<file path="src/rtl/sprite_move_scheduler_if.sv">
// Bundle between the input/collision stages and the sprite move scheduler:
// direction requests and legal-move mask in, per-sprite step commands out.
interface sprite_move_scheduler_if;
  logic [3:0]  dir_req;
  logic        dir_req_valid;
  logic [15:0] ghost_dirs;
  logic [3:0]  valid_moves;
  logic [2:0]  which_sprite;
  logic [3:0]  move_direction;
  logic        step_valid;
  logic        frame_overrun;

  modport slave (
    input  dir_req, dir_req_valid, ghost_dirs, valid_moves,
    output which_sprite, move_direction, step_valid, frame_overrun
  );

  modport master (
    output dir_req, dir_req_valid, ghost_dirs, valid_moves,
    input  which_sprite, move_direction, step_valid, frame_overrun
  );
endinterface

</file>
<file path="src/rtl/sprite_move_scheduler.sv">
// Per-frame move scheduler: every STEP_DIV cycles it walks Pacman and the four ghosts,
// issuing one step_valid per sprite (3 cycles each). Optional pause input under `STEP_PAUSE_EN.
module sprite_move_scheduler #(
  parameter logic [23:0] STEP_DIV = 24'd2500000
) (
  input  logic clk,
  input  logic rst,
`ifdef STEP_PAUSE_EN
  input  logic pause,
`endif
  sprite_move_scheduler_if.slave bus
);

  typedef enum logic [1:0] {WAIT_TICK, SELECT, EVAL, ISSUE} state_t;

  state_t      state_q, state_d;
  logic [23:0] div_q, div_d;
  logic [2:0]  sprite_q, sprite_d;
  logic [3:0]  move_q, move_d;
  logic        overrun_q, overrun_d;
  logic [3:0]  cur_dir_q, cur_dir_d;
  logic [3:0]  buf_dir_q, buf_dir_d;
  logic        pause_w;
  logic        tick;
  logic [3:0]  ghost_slice;

`ifdef STEP_PAUSE_EN
  assign pause_w = pause;
`else
  assign pause_w = 1'b0;
`endif

  // A paused divider never reaches its terminal count, so no frame can start.
  assign tick = !pause_w && (div_q == STEP_DIV - 24'd1);

  always_comb begin
    ghost_slice = 4'b0000;
    case (sprite_q)
      3'd1:    ghost_slice = bus.ghost_dirs[3:0];
      3'd2:    ghost_slice = bus.ghost_dirs[7:4];
      3'd3:    ghost_slice = bus.ghost_dirs[11:8];
      3'd4:    ghost_slice = bus.ghost_dirs[15:12];
      default: ghost_slice = 4'b0000;
    endcase
  end

  always_comb begin
    state_d   = state_q;
    div_d     = div_q;
    sprite_d  = sprite_q;
    move_d    = move_q;
    overrun_d = overrun_q;
    cur_dir_d = cur_dir_q;
    buf_dir_d = buf_dir_q;

    if (!pause_w) begin
      div_d = tick ? 24'd0 : div_q + 24'd1;
    end

    case (state_q)
      WAIT_TICK: begin
        if (tick) begin
          state_d  = SELECT;
          sprite_d = 3'd0;
        end
      end
      SELECT: state_d = EVAL;
      EVAL: begin
        state_d = ISSUE;
        if (sprite_q == 3'd0) begin
          if ((buf_dir_q & bus.valid_moves) != 4'b0000) begin
            move_d    = buf_dir_q;
            cur_dir_d = buf_dir_q;
            buf_dir_d = 4'b0000;
          end else if ((cur_dir_q & bus.valid_moves) != 4'b0000) begin
            move_d = cur_dir_q;
          end else begin
            move_d = 4'b0000;
          end
        end else begin
          move_d = ($onehot(ghost_slice) && ((ghost_slice & bus.valid_moves) != 4'b0000))
                   ? ghost_slice : 4'b0000;
        end
      end
      ISSUE: begin
        if (sprite_q == 3'd4) begin
          state_d = WAIT_TICK;
        end else begin
          sprite_d = sprite_q + 3'd1;
          state_d  = SELECT;
        end
      end
      default: state_d = WAIT_TICK;
    endcase

    if (tick && (state_q != WAIT_TICK)) begin
      overrun_d = 1'b1;
    end

    // A fresh request overrides the clear done by Pacman's EVAL in the same cycle.
    if (bus.dir_req_valid && $onehot(bus.dir_req)) begin
      buf_dir_d = bus.dir_req;
    end
  end

  always_ff @(posedge clk) begin
    if (rst) begin
      state_q   <= WAIT_TICK;
      div_q     <= 24'd0;
      sprite_q  <= 3'd0;
      move_q    <= 4'b0000;
      overrun_q <= 1'b0;
      cur_dir_q <= 4'b0000;
      buf_dir_q <= 4'b0000;
    end else begin
      state_q   <= state_d;
      div_q     <= div_d;
      sprite_q  <= sprite_d;
      move_q    <= move_d;
      overrun_q <= overrun_d;
      cur_dir_q <= cur_dir_d;
      buf_dir_q <= buf_dir_d;
    end
  end

  assign bus.which_sprite   = sprite_q;
  assign bus.move_direction = move_q;
  assign bus.step_valid     = (state_q == ISSUE);
  assign bus.frame_overrun  = overrun_q;

endmodule

</file>
<file path="src/flat_wrapper.sv">
// flat-port wrapper written by rule: the top's interface ports become plain ports
module sprite_move_scheduler_flat 
#(
  parameter logic [23:0] STEP_DIV = 24'd2500000
)
  (clk, rst, bus_dir_req, bus_dir_req_valid, bus_ghost_dirs, bus_valid_moves, bus_which_sprite, bus_move_direction, bus_step_valid, bus_frame_overrun);
  sprite_move_scheduler_if bus_i ();
  input  logic clk;
  input  logic rst;
  input wire logic [$bits(bus_i.dir_req)-1:0] bus_dir_req;
  input wire logic [$bits(bus_i.dir_req_valid)-1:0] bus_dir_req_valid;
  input wire logic [$bits(bus_i.ghost_dirs)-1:0] bus_ghost_dirs;
  input wire logic [$bits(bus_i.valid_moves)-1:0] bus_valid_moves;
  output wire logic [$bits(bus_i.which_sprite)-1:0] bus_which_sprite;
  output wire logic [$bits(bus_i.move_direction)-1:0] bus_move_direction;
  output wire logic [$bits(bus_i.step_valid)-1:0] bus_step_valid;
  output wire logic [$bits(bus_i.frame_overrun)-1:0] bus_frame_overrun;
  assign bus_i.dir_req = bus_dir_req;
  assign bus_i.dir_req_valid = bus_dir_req_valid;
  assign bus_i.ghost_dirs = bus_ghost_dirs;
  assign bus_i.valid_moves = bus_valid_moves;
  assign bus_which_sprite = bus_i.which_sprite;
  assign bus_move_direction = bus_i.move_direction;
  assign bus_step_valid = bus_i.step_valid;
  assign bus_frame_overrun = bus_i.frame_overrun;
  sprite_move_scheduler #(.STEP_DIV(STEP_DIV)) u_core (.clk(clk), .rst(rst), .bus(bus_i));
endmodule
</file>
<file path="config.mk">
export PLATFORM = sky130hd
export DESIGN_NAME = sprite_move_scheduler_flat
export DESIGN_NICKNAME = d
export VERILOG_FILES = /design/src/rtl/sprite_move_scheduler_if.sv /design/src/rtl/sprite_move_scheduler.sv /design/src/flat_wrapper.sv
export SDC_FILE = /design/constraint.sdc
export NUM_CORES = 1
export LEC_CHECK = 0
export ABC_AREA = 0
export CAP_MARGIN = 20
export CORE_AREA = 5 5 83 85
export CTS_CLUSTER_DIAMETER = 60
export CTS_CLUSTER_SIZE = 25
export DETAILED_ROUTE_END_ITERATION = 6
export DIE_AREA = 0 0 88 90
export DONT_BUFFER_PORTS = 1
export PLACE_DENSITY = 0.61
export SLEW_MARGIN = 0
export SYNTH_ARGS = -nofsm -noshare
export SYNTH_HDL_FRONTEND = slang
export SYNTH_SLANG_ARGS = --single-unit
</file>
<file path="constraint.sdc">
create_clock -name clk -period 4 [get_ports clk]
set_input_delay 0.4 -clock clk [delete_from_list [all_inputs] [get_ports clk]]
set_output_delay 0.4 -clock clk [all_outputs]
set_load 0.02 [all_outputs]
</file>
# == Yosys cells after proc, flatten, opt, wreduce, memory -nomap -nowiden ==
# Index checks and enable logic that the tools add are counted.
# word_totals
regBits,42
in_bits,27
output_inout_bits,9
wordCells,62
# classes
n_addsub,8
n_eq_ne,12
n_mux,15
bitwise,3
n_reduce_logical,17
# op_table
cell,n
4-bit two-way mux,8
"24-bit by 1-bit adder with 24-bit output, second input constant",1
"24-bit by 22-bit equality test with 1-bit output, second input constant",1
4-bit case mux with 4 select lines,1
4-bit bitwise AND,3
4-bit nonzero test,3
2-bit nonzero test,5
"3-bit by 1-bit equality test with 1-bit output, second input constant",3
3-bit AND reduction,3
1-bit by 1-bit adder with 2-bit output,4
2-bit case mux with 4 select lines,1
3-bit adder,2
"3-bit by 2-bit equality test with 1-bit output, second input constant",2
3-bit two-way mux,2
3-bit case mux with 2 select lines,1
"2-bit equality test, second input constant",2
"3-bit by 1-bit adder with 3-bit output, second input constant",1
"3-bit equality test, second input constant",1
1-bit logical AND,3
3-bit logical NOT,1
"2-bit by 1-bit equality test with 1-bit output, second input constant",1
2-bit logical NOT,1
2-bit two-way mux,1
"2-bit by 1-bit != test with 1-bit output, second input constant",1
other kinds (3),3

# == Longest topological paths before layout ==
# logic_depth
ltp_word,8
mapped_depth,15

# == Least setup slack after synthesis ==
# Ideal clock, no wire load.
# synth_timing
kind,reg-to-reg
startpoint,register u_core.sprite_q[2] (netlist: u_core.bus.which_sprite[2])
endpoint,register u_core.move_q[2] (netlist: u_core.bus.move_direction[2])
arrival_time_ns,3.278
required_ns,3.922
path_slack_ns,0.644
path_stages_with_launch,15
path_cell_list,dfxtp_1 > buf_2 > inv_1 > ha_1 > a22o_1 > or2_2 > and2_1 > ha_1 > ha_1 > fa_1 > nor2_1 > nand4_1 > a41oi_1 > a21oi_1 > nor3_1
# synth_between
elab_chain_len,8
# synth_rtl
element,line,rtl
from (decl),sprite_move_scheduler.sv:18,"logic [2:0] sprite_q, sprite_d;"
from (signal assigned),sprite_move_scheduler.sv:118,sprite_q <= sprite_d;
"3-bit equality test, or another cell as far along",sprite_move_scheduler.sv:38,case (sprite_q)
4-bit case mux with 4 select lines,sprite_move_scheduler.sv:38,
1-bit by 1-bit adder with 2-bit output (implied by the code),sprite_move_scheduler.sv:81,move_d = ($onehot(ghost_slice) && ((ghost_slice & bus.valid_moves) != 4'b0000))
3-bit adder (implied by the code),sprite_move_scheduler.sv:81,
3-bit by 1-bit equality test with 1-bit output,sprite_move_scheduler.sv:81,
1-bit logical AND,sprite_move_scheduler.sv:81,
4-bit two-way mux,sprite_move_scheduler.sv:82,? ghost_slice : 4'b0000;
4-bit two-way mux *,sprite_move_scheduler.sv:70,if (sprite_q == 3'd0) begin
to (signal assigned),sprite_move_scheduler.sv:119,move_q <= move_d;
to (decl),sprite_move_scheduler.sv:19,"logic [3:0] move_q, move_d;"
# Every way passes the cells marked *; elsewhere a longest branch is shown, timed or not.
# A chain may end at the register's enable or synchronous reset.

# == Worst setup path after layout ==
# layout_timing
startpoint,register u_core.sprite_q[0] (netlist: u_core.bus.which_sprite[0])
endpoint,register u_core.move_q[2] (netlist: u_core.bus.move_direction[2])
# The elaborated chain is that of the path after synthesis.

==> run_results.csv <==
group,metric,value,unit
cts,cts_sinks,42,
critical_path,crit_path_max_incr_delay,0.54,ns
grt,grt_pass1_wl,8270,microns
grt,grt_usage,13.1,%
timing,fin_crit_sh,90.2,%
timing,rsz0062_at_grt,"false",
timing,worst_slew_pin_slew,0.813,ns
cts,clk_pin_slew_worst_paths,0.09,ns
cts,cts_tree,"yes",
critical_path,cpLargestDelayFamily,"adder cells",
detailed_routing,num_vias,1847,
timing,fin_crit,3.61,ns
final_layout,synthToLayoutAreaGrowth,7.65,%
cts,cts_resized,0,
grt,gr-total-overflow,0,
die,row_count,29,
cts,ctsHoldBuffers,0,
cts,clock_path_buffers,2,
logic_synthesis,netlist_area,2320,sq um
critical_path,startpoint_type,"flop",
logic_synthesis,ys_seq_area_share,36.2,%
critical_path,cp.required,4.22,ns
min_path,worstHoldStart,"rst",
cts,numCtsBuffers,5,
critical_path,endpoint_kind,"flop",
critical_path,arrival,3.83,ns
logic_synthesis,synth_commonest_cells,"dfxtp_1 (42), nor2_1 (41), nand2_1 (24), nand3_1 (18)",
detailed_routing,post-route-drc-count,0,
cts,cts_max_level,2,
final_layout,fillers,619,
timing,whs,0.160,ns
detailed_routing,firstDrtPassIters,4,
grt,antenna_found_initial,0,
final_layout,design_area,2500,sq um
logic_synthesis,netlist-cell-type-count,42,
critical_path,path_max_fanout,10,
cts,insertion_delay,0.30,ns
die,die_w,88,microns
logic_synthesis,synth-seq-cells,42,
critical_path,cpMostUsedCell,"ha_1",
die,fp.coreArea,6130,sq um
logic_synthesis,synth_top_area_share,36.2,%
die,fp.dieH,90,microns
run_status,status,"finished, final reports clean",
critical_path,worstPathCellList,"inv_1, ha_1, nand3_1, o21ai_0, or2_2, and2_1, ha_1, ha_1, fa_1, nor2_1, nand4_1, a41oi_1, a21oi_1, nor3_1",
timing,fin_worst_skew,0.0104,ns
timing,relSlewSlack,45.8,%
final_layout,multi_input_area,1410,sq um
placed_design,post_dp_cell_area,2390,sq um
cts,ctsRootBufferMaster,"clkbuf_8",
cts,cts_setup_buffers,0,
logic_synthesis,synth_area_leaders,"dfxtp_1 (36%), ha_1 (8.6%), nor2_1 (6.6%)",
critical_path,setup.worst_path.class,"flop to flop",
placed_design,port_buffers,0,
detailed_routing,via_per_inst,5.28,
pwr,cellLeakagePower,0.977,nW
die,die_area,7920,sq um
final_layout,drive_above_1_share,6.59,%
detailed_routing,antenna_left,0,
critical_path,crit_start,"u_core.bus.which_sprite[0]$_SDFFE_PP0P_",
timing,final_max_slew_viol_count,0,
logic_synthesis,synth_edf_count,0,
detailed_routing,drt_iter0_drc,89,
timing,fmax,277,MHz
grt,grt_max_degree,25,
min_path,hp-class,"input pin to flop",
logic_synthesis,synthesis.nets,317,
critical_path,cp_slowest_cell,"dfxtp_1",
run,cap_violations,0,
grt,grt_pass1_vias,1765,
logic_synthesis,async_reset_ff_share,0,%
timing,tns,0,ns
final_layout,nNetsFinal,317,
logic_synthesis,postSynthAreaPerCell,8.54,sq um
detailed_routing,routedWlPerCell,13.6,microns
logic_synthesis,netlist_instances,272,
logic_synthesis,yosysWarnings,0,
final_layout,utilization,40.8,%
logic_synthesis,synth_ff_type,"dfxtp_1",
timing,setup_viol_count_final,0,
pwr,power_density,359,nW/um^2
logic_synthesis,yosysMostFrequentCell,"dfxtp_1",
final_layout,seq_area,841,sq um
critical_path,timing.rr.start,"u_core.bus.which_sprite[0]$_SDFFE_PP0P_",
pwr,max-vdd-ir-drop,0.000152,V
die,initial_core_util,37.9,%
die,io_pins,36,
placed_design,place.gp.congestion,0.816,
logic_synthesis,yosysTopAreaCell,"dfxtp_1",
critical_path,cp_num_buf_inv,1,
detailed_routing,routed_wl,4780,microns
placed_design,dp_hpwl,3680,microns
final_layout,diodes,0,
timing,final-hold-violation-count,0,
## flip-flops by register name, summed over array words and instances, names as in the netlist
| signal | flops |
|---|---|
| u_core.div_q | 24 |
| u_core.buf_dir_q | 4 |
| u_core.bus.move_direction | 4 |
| u_core.cur_dir_q | 4 |
| u_core.bus.which_sprite | 3 |
| u_core.state_q | 2 |
| u_core.bus.frame_overrun | 1 |
## per-stage QoR
stage	power [mW]	setup slack, ns	cells
5_1_grt	0.952	0.0949	350
3_3_place_gp	0.567	0.505	342
6_report	0.898	0.393	350
2_1_floorplan	0.550	0.644	272
3_5_place_dp	0.568	0.406	342
4_1_cts	0.909	0.384	350
## power breakdown
part / total [mW] / internal [mW] / switching [mW]
Combinational: 0.113 / 0.0478 / 0.0656
Clock: 0.340 / 0.186 / 0.154
Sequential: 0.445 / 0.432 / 0.0130
Total: 0.898 / 0.666 / 0.233
## cell type report
type,count,area share [%]
Multi-Input combinational cell,213,56.5
Sequential cell,42,33.6
Tap cell,77,3.85
Clock buffer,6,2.90
Clock inverter,2,1.50
Inverter,9,1.35
Timing Repair Buffer,1,0.300
## worst register-to-register path, cell delays in order, from the launching register on
cell	delay, ns
dfxtp_1	0.54
inv_1	0.14
ha_1	0.34
nand3_1	0.12
o21ai_0	0.14
or2_2	0.33
and2_1	0.16
ha_1	0.29
ha_1	0.19
fa_1	0.43
nor2_1	0.11
nand4_1	0.10
a41oi_1	0.33
a21oi_1	0.12
nor3_1	0.18
## kinds of logic (layout without fill, tap and decap cells)
| kind of cell | after synthesis | count (layout) | synth area share (%) |
|---|---|---|---|
| buffers and inverters | 17 | 18 | 3.02 |
| adders and majority gates | 18 | 18 | 10.3 |
| xor gates and xnor gates | 22 | 22 | 8.29 |
| DFF | 42 | 42 | 36.2 |
| AOI/OAI and AO/OA | 46 | 46 | 13.9 |
| muxes | 4 | 4 | 1.72 |
| and+or+nand+nor | 123 | 123 | 26.5 |
## worst paths after layout
check	end	slack, ns	cells past startpoint
setup / recovery	u_core.bus.move_direction[2]$_SDFFE_PP0N_	0.39	14
hold / removal	u_core.bus.frame_overrun$_SDFFE_PP0P_	0.16	1
setup reg to reg	u_core.bus.move_direction[2]$_SDFFE_PP0N_	0.39	14
hold reg to reg	u_core.div_q[0]$_SDFF_PP0_	0.48	1
## metal layers
layer	vias up	track usage, %	wire, microns
met5	-	0	0
met4	0	5.50	73
met3	5	4.30	233
met2	35	19.4	2070
met1	846	17.2	2400
li1	961	-	-
## cell usage in the layout, fill, tap and decap left out, types with 2 or more instances in the layout
master / count
xor2_1: 16
nor4_1: 2
clkbuf_8: 5
o21ai_0: 8
or2_1: 2
and4_1: 4
nand3_1: 18
a22o_1: 5
nor4_2: 2
nor3_1: 6
dfxtp_1: 42
a21oi_1: 13
and3_1: 2
or2_2: 3
and2_1: 5
a22oi_1: 7
o211ai_1: 3
mux2i_1: 4
fa_1: 2
nand2_1: 24
nand4_1: 8
xnor2_1: 6
nor2_1: 41
ha_1: 16
inv_1: 9
Power figures use the tool's default switching activity.
